[src/rtl/game_pkg.sv]
// Shared types and constants for the motion mini-game blocks.
// Includes the difficulty helper used by the round scheduler.
package game_pkg;

    typedef enum logic [1:0] {
        IDLE,
        DRAW,
        ISSUE
    } sched_state_t;

    localparam logic [1:0] REG_LT = 2'd0;
    localparam logic [1:0] REG_RT = 2'd1;
    localparam logic [1:0] REG_LB = 2'd2;
    localparam logic [1:0] REG_RB = 2'd3;

    localparam logic [7:0] LFSR_TAPS = 8'hB8;
    localparam int         MAX_RETRY = 3;

    // max(base - idx*step, floor) at 9-bit signed width, so late rounds
    // saturate on the floor instead of wrapping through zero.
    function automatic logic [7:0] difficulty(input int base, input int step,
                                              input int floor_val,
                                              input logic [2:0] idx);
        logic signed [8:0] raw;
        raw = 9'(base - step * int'(idx));
        if (raw < $signed(9'(floor_val)))
            return 8'(floor_val);
        return raw[7:0];
    endfunction

endpackage

[src/rtl/lfsr8.sv]
// 8-bit Fibonacci LFSR with step enable, synchronous load and zero-lock recovery.
// next_value is the value the register takes on the next step.
module lfsr8 import game_pkg::*; #(
    parameter logic [7:0] SEED = 8'hA5,
    parameter logic [7:0] TAPS = LFSR_TAPS
) (
    input  logic       clk,
    input  logic       reset,
    input  logic       step,
    input  logic       load,
    input  logic [7:0] load_value,
    output logic [7:0] next_value
);

    logic [7:0] value;

    // An all-zero register can never leave zero, so the next step reloads the seed.
    assign next_value = (value == 8'd0) ? SEED : {value[6:0], ^(value & TAPS)};

    always_ff @(posedge clk) begin
        if (reset)
            value <= SEED;
        else if (load)
            value <= load_value;
        else if (step || value == 8'd0)
            value <= next_value;
    end

endmodule

[src/rtl/round_scheduler.sv]
// Per-session round scheduler: draws a non-repeating target region and issues
// one difficulty-scaled round descriptor per round over valid/ready.
module round_scheduler import game_pkg::*; #(
    parameter int         NUM_ROUNDS = 5,
    parameter int         HOLD_BASE  = 45,
    parameter int         HOLD_STEP  = 5,
    parameter int         HOLD_MIN   = 20,
    parameter int         PLAY_BASE  = 120,
    parameter int         PLAY_STEP  = 10,
    parameter int         PLAY_MIN   = 60,
    parameter logic [7:0] LFSR_SEED  = 8'hA5
) (
    input  logic       clk,
    input  logic       reset,
    input  logic       session_start,
    input  logic       session_abort,
    input  logic       round_ready,
    output logic       round_valid,
    output logic [1:0] region,
    output logic [7:0] hold_frames,
    output logic [7:0] play_limit,
    output logic [2:0] round_idx,
    output logic       busy,
    output logic       session_done
);

    sched_state_t state;
    logic [7:0]   lfsr_next;
    logic         last_valid;
    logic [1:0]   last_region;
    logic [1:0]   retry_cnt;
    logic [1:0]   draw_region;
    logic         draw_done;
    logic [7:0]   hold_next;
    logic [7:0]   play_next;

    lfsr8 #(
        .SEED(LFSR_SEED),
        .TAPS(LFSR_TAPS)
    ) u_lfsr (
        .clk       (clk),
        .reset     (reset),
        .step      (state == DRAW),
        .load      (1'b0),
        .load_value(LFSR_SEED),
        .next_value(lfsr_next)
    );

    assign hold_next = difficulty(HOLD_BASE, HOLD_STEP, HOLD_MIN, round_idx);
    assign play_next = difficulty(PLAY_BASE, PLAY_STEP, PLAY_MIN, round_idx);
    assign busy      = (state != IDLE);

    // A repeat of the previous region is rejected; the last allowed reject
    // forces the neighbouring region so a round is never delayed indefinitely.
    always_comb begin
        draw_region = lfsr_next[1:0];
        draw_done   = 1'b1;
        if (last_valid && lfsr_next[1:0] == last_region) begin
            draw_region = last_region + 2'd1;
            draw_done   = (retry_cnt == 2'(MAX_RETRY - 1));
        end
    end

    always_ff @(posedge clk) begin
        if (reset) begin
            state        <= IDLE;
            round_valid  <= 1'b0;
            region       <= REG_LT;
            hold_frames  <= 8'd0;
            play_limit   <= 8'd0;
            round_idx    <= 3'd0;
            session_done <= 1'b0;
            last_valid   <= 1'b0;
            last_region  <= REG_LT;
            retry_cnt    <= 2'd0;
        end else begin
            session_done <= 1'b0;
            if (session_abort) begin
                state       <= IDLE;
                round_valid <= 1'b0;
            end else begin
                case (state)
                    IDLE: begin
                        round_idx  <= 3'd0;
                        last_valid <= 1'b0;
                        retry_cnt  <= 2'd0;
                        if (session_start)
                            state <= DRAW;
                    end
                    DRAW: begin
                        if (draw_done) begin
                            region      <= draw_region;
                            hold_frames <= hold_next;
                            play_limit  <= play_next;
                            round_valid <= 1'b1;
                            state       <= ISSUE;
                        end else begin
                            retry_cnt <= retry_cnt + 2'd1;
                        end
                    end
                    ISSUE: begin
                        if (round_ready) begin
                            round_valid <= 1'b0;
                            last_region <= region;
                            last_valid  <= 1'b1;
                            retry_cnt   <= 2'd0;
                            if (round_idx == 3'(NUM_ROUNDS - 1)) begin
                                session_done <= 1'b1;
                                state        <= IDLE;
                            end else begin
                                round_idx <= round_idx + 3'd1;
                                state     <= DRAW;
                            end
                        end
                    end
                    default: state <= IDLE;
                endcase
            end
        end
    end

endmodule
[config.mk]
export PLATFORM = sky130hd
export DESIGN_NAME = round_scheduler
export DESIGN_NICKNAME = d
export VERILOG_FILES = /design/src/rtl/game_pkg.sv /design/src/rtl/lfsr8.sv /design/src/rtl/round_scheduler.sv
export SDC_FILE = /design/constraint.sdc
export NUM_CORES = 1
export LEC_CHECK = 0
export ABC_CLOCK_PERIOD_IN_PS = 3700
export CAP_MARGIN = 40
export CORE_ASPECT_RATIO = 0.7
export CORE_MARGIN = 2
export CORE_UTILIZATION = 30
export DETAILED_ROUTE_END_ITERATION = 8
export SYNTH_ARGS = -nofsm -noshare
export SYNTH_HDL_FRONTEND = slang
export SYNTH_HIERARCHICAL = 1
export SYNTH_SLANG_ARGS = --single-unit
export TNS_END_PERCENT = 5
[constraint.sdc]
create_clock -name clk -period 3.7 [get_ports clk]
set_input_delay 0.555 -clock clk [delete_from_list [all_inputs] [get_ports clk]]
set_output_delay 0.555 -clock clk [all_outputs]
set_load 0.01 [all_outputs]
==> metrics.md <==
| Metric | Value |
|---|---|
| Clk slew on worst S/H paths | 0.08 ns |
| FF-to-FF End | play_limit[7] |
| Final hold violation count | 0 |
| Htree depth | 2 |
| Die area | 7610 sq um |
| Register-to-register setup slack | 1.12 ns |
| Sum of net half-perimeters after detailed placement | 3190 microns |
| DR pass1 iterations | 4 |
| Number of instances in the synthesized netlist | 229 |
| Maximum clock frequency | 387 MHz |
| Final setup violating endpoints | 0 |
| Largest incremental delay on the critical path | 0.74 ns |
| Worst supply voltage drop on vdd | 0.144 mV |
| Power density of the placed cells | 350 nW/um^2 |
| Launch point of the worst reg-to-reg path | u_lfsr/value[5] |
| Total routed wirelength | 4480 microns |
| Clock buffer depth | 2 |
| Count of hold-fix buffers inserted at cts | 0 |
| Actual transition at the worst max-transition pin | 0.829 ns |
| Final setup TNS | 0 ns |
| Diode count | 0 |
| Number of filler cells placed in the layout | 687 |
| Pins Over Slew Limit | 0 |
| Required time of the critical path | 3.88 ns |
| Arrival time of the worst setup path | 2.77 ns |
| Nets | 272 |
| Routability Congestion | 0.771 |
| Cell-by-cell trace of the critical path | inv_1, ha_1, xor3_4, nand2b_1, xnor2_1, a41oi_4, mux2i_1, nor2_1 |
| Setup crit start | u_lfsr/value[5] |
| Final cycle utilization of the critical path | 69.8% |
| Routed length per placed instance | 12.8 microns |
| Clock Root Buffer | clkbuf_8 |
| Number of antenna violations at the first check in global routing | 0 |
| Slowest CP cell | a41oi_4 |
| Number of global-route vias before repair | 1418 |
| TritonCTS clock tree | built |
| Number of CTS-inserted buffers | 5 |
| DRC violations left | 0 |
| DIE WIDTH | 103 microns |
| Beginning of the worst hold path | retry_cnt[0] |
| Post-route antenna net violation count | 0 |
| Unrepaired setup endpoints after global routing | false |
| Startpoint types | flop |
| Total number of yosys warnings | 6 |
| Port Buffers | 25 |
| Overall die height | 73.6 microns |
| Critical path capture point type | flop |
| Remaining Overflow, GRT | 0 |
| Fraction of final layout cells sized beyond drive strength 1 | 13.6% |
| Average via count per standard cell | 4.65 |
| Largest net degree at the start of global routing | 24 |
| Post-route total power | 876 uW |
| Mean post-synth cell area | 9.06 sq um |
| Detailed-route via count | 1631 |
| Start-to-end type of the worst setup path | reg -> reg |
| Standard-cell row count | 25 |
| CP max FO | 23 |
| Initial core utilization | 30.9% |
| Clk_skew | 0.00791 ns |
| Synth Cell Area | 2080 sq um |
| Core area | 6730 sq um |
| First-pass GRT wire length | 7310 microns |
| Clock latency of the later-clocked register in the worst-skew pair | 0.29 ns |
| Number of cells upsized or downsized after cts | 0 |
| Type of the worst min-delay path | reg -> reg |
| Tmin final | 2.58 ns |
| Relative max-transition margin | 44.6% |
| CTS sink count | 35 |
| Setup bufs post-CTS | 0 |
| Max-cap violations | 0 |
| Area growth from synthesis to final layout | 20.4% |
| Static Leak | 0.000900 uW |
| Total global-route track usage | 12.6% |
| Register-to-Register Path Depth | 8 |
| # IOs | 29 |
| First DRT Iteration DRCs | 67 |
| Critical Path Sink | play_limit[7] |
| Outcome | finished, final reports clean |
==> power breakdown <==
part | internal [uW] | switching [uW]
combinational | 56.0 | 61.3
clock | 201 | 152
sequential | 390 | 14.8
total | 647 | 228
==> cells in the final DEF (no fill, tap or decap), types with 2 or more instances in the layout <==
cell and count:
clkdlybuf4s50_1 25, xor2_1 2, buf_4 4, ha_1 11
o31ai_1 2, a21oi_1 18, a211oi_1 3, nand2_1 15
a21oi_2 2, xnor2_1 3, nand3_1 4, mux2_2 3
inv_1 13, dfxtp_1 35, nor3_1 2, a211oi_2 8
nor2_1 24, nand2b_1 4, o21a_1 2, nor4_1 2
o21ai_0 8, nand4b_1 2, clkbuf_8 5, a311oi_1 2
a21boi_0 2, mux2i_1 10, conb_1 12, nand3b_2 2
o211ai_1 4
==> worst max-delay path, delay by kind of cell, from the launching register on <==
kind	cells	cell delay, ns
flip-flops	1	0.33
multiplexers	1	0.27
XOR/XNOR	2	0.53
adder cells (fa/ha/maj)	1	0.28
buffers and inverters	1	0.05
AND/OR/NAND/NOR	2	0.27
AO/OA/AOI/OAI	1	0.74
==> per-layer routing <==
| layer | vias to the layer above | track usage (%) | wire [microns] |
|---|---|---|---|
| met5 | - | 0 | 0 |
| met4 | 0 | 3.07 | 34 |
| met3 | 2 | 5.23 | 241 |
| met2 | 29 | 15.2 | 1710 |
| met1 | 751 | 19.9 | 2500 |
| li1 | 849 | - | - |
==> worst min-delay path by stage <==
stage                         endpoint  slack (ns)  cells past startpoint
after floorplan           retry_cnt[0]        0.42                      1
after global placement    retry_cnt[0]        0.44                      1
after detailed placement  retry_cnt[0]        0.44                      1
after CTS                 retry_cnt[0]        0.45                      1
after global routing      retry_cnt[0]        0.46                      1
final                     retry_cnt[0]        0.46                      1
==> flip-flops by register name (all words and copies together) (netlist names) <==
name and cells:
play_limit 7, region 2, state 2, session_done 1, retry_cnt 2, u_lfsr/value 8, round_valid 1, last_region 2
round_idx 3, last_valid 1, hold_frames 6
==> stage by stage <==
| step | cells | hold slack, ns | cell area [sq um] | setup slack (ns) | util, % |
|---|---|---|---|---|---|
| after detailed placement | 343 | 0.441 | 2390 | 0.916 | 35.5 |
| after floorplan | 239 | 0.421 | 2110 | 1.42 | - |
| after global placement | 343 | 0.440 | 2390 | 0.935 | 35.5 |
| after CTS | 351 | 0.452 | 2500 | 1.08 | 37.2 |
| after global routing | 351 | 0.460 | 2500 | 0.928 | 37.2 |
| final | 351 | 0.456 | 2500 | 1.12 | 37.2 |
==> cell type report <==
| type | count | area, sq um | share of cell area (%) |
|---|---|---|---|
| Inverter | 13 | 48.8 | 1.95 |
| Multi-Input combinational cell | 172 | 1240 | 49.6 |
| Clock buffer | 5 | 68.8 | 2.75 |
| Sequential cell | 35 | 701 | 28.0 |
| Clock inverter | 3 | 43.8 | 1.75 |
| Timing Repair Buffer | 29 | 280 | 11.2 |
| Tap cell | 94 | 118 | 4.71 |
(Power assumes the default switching activity.)
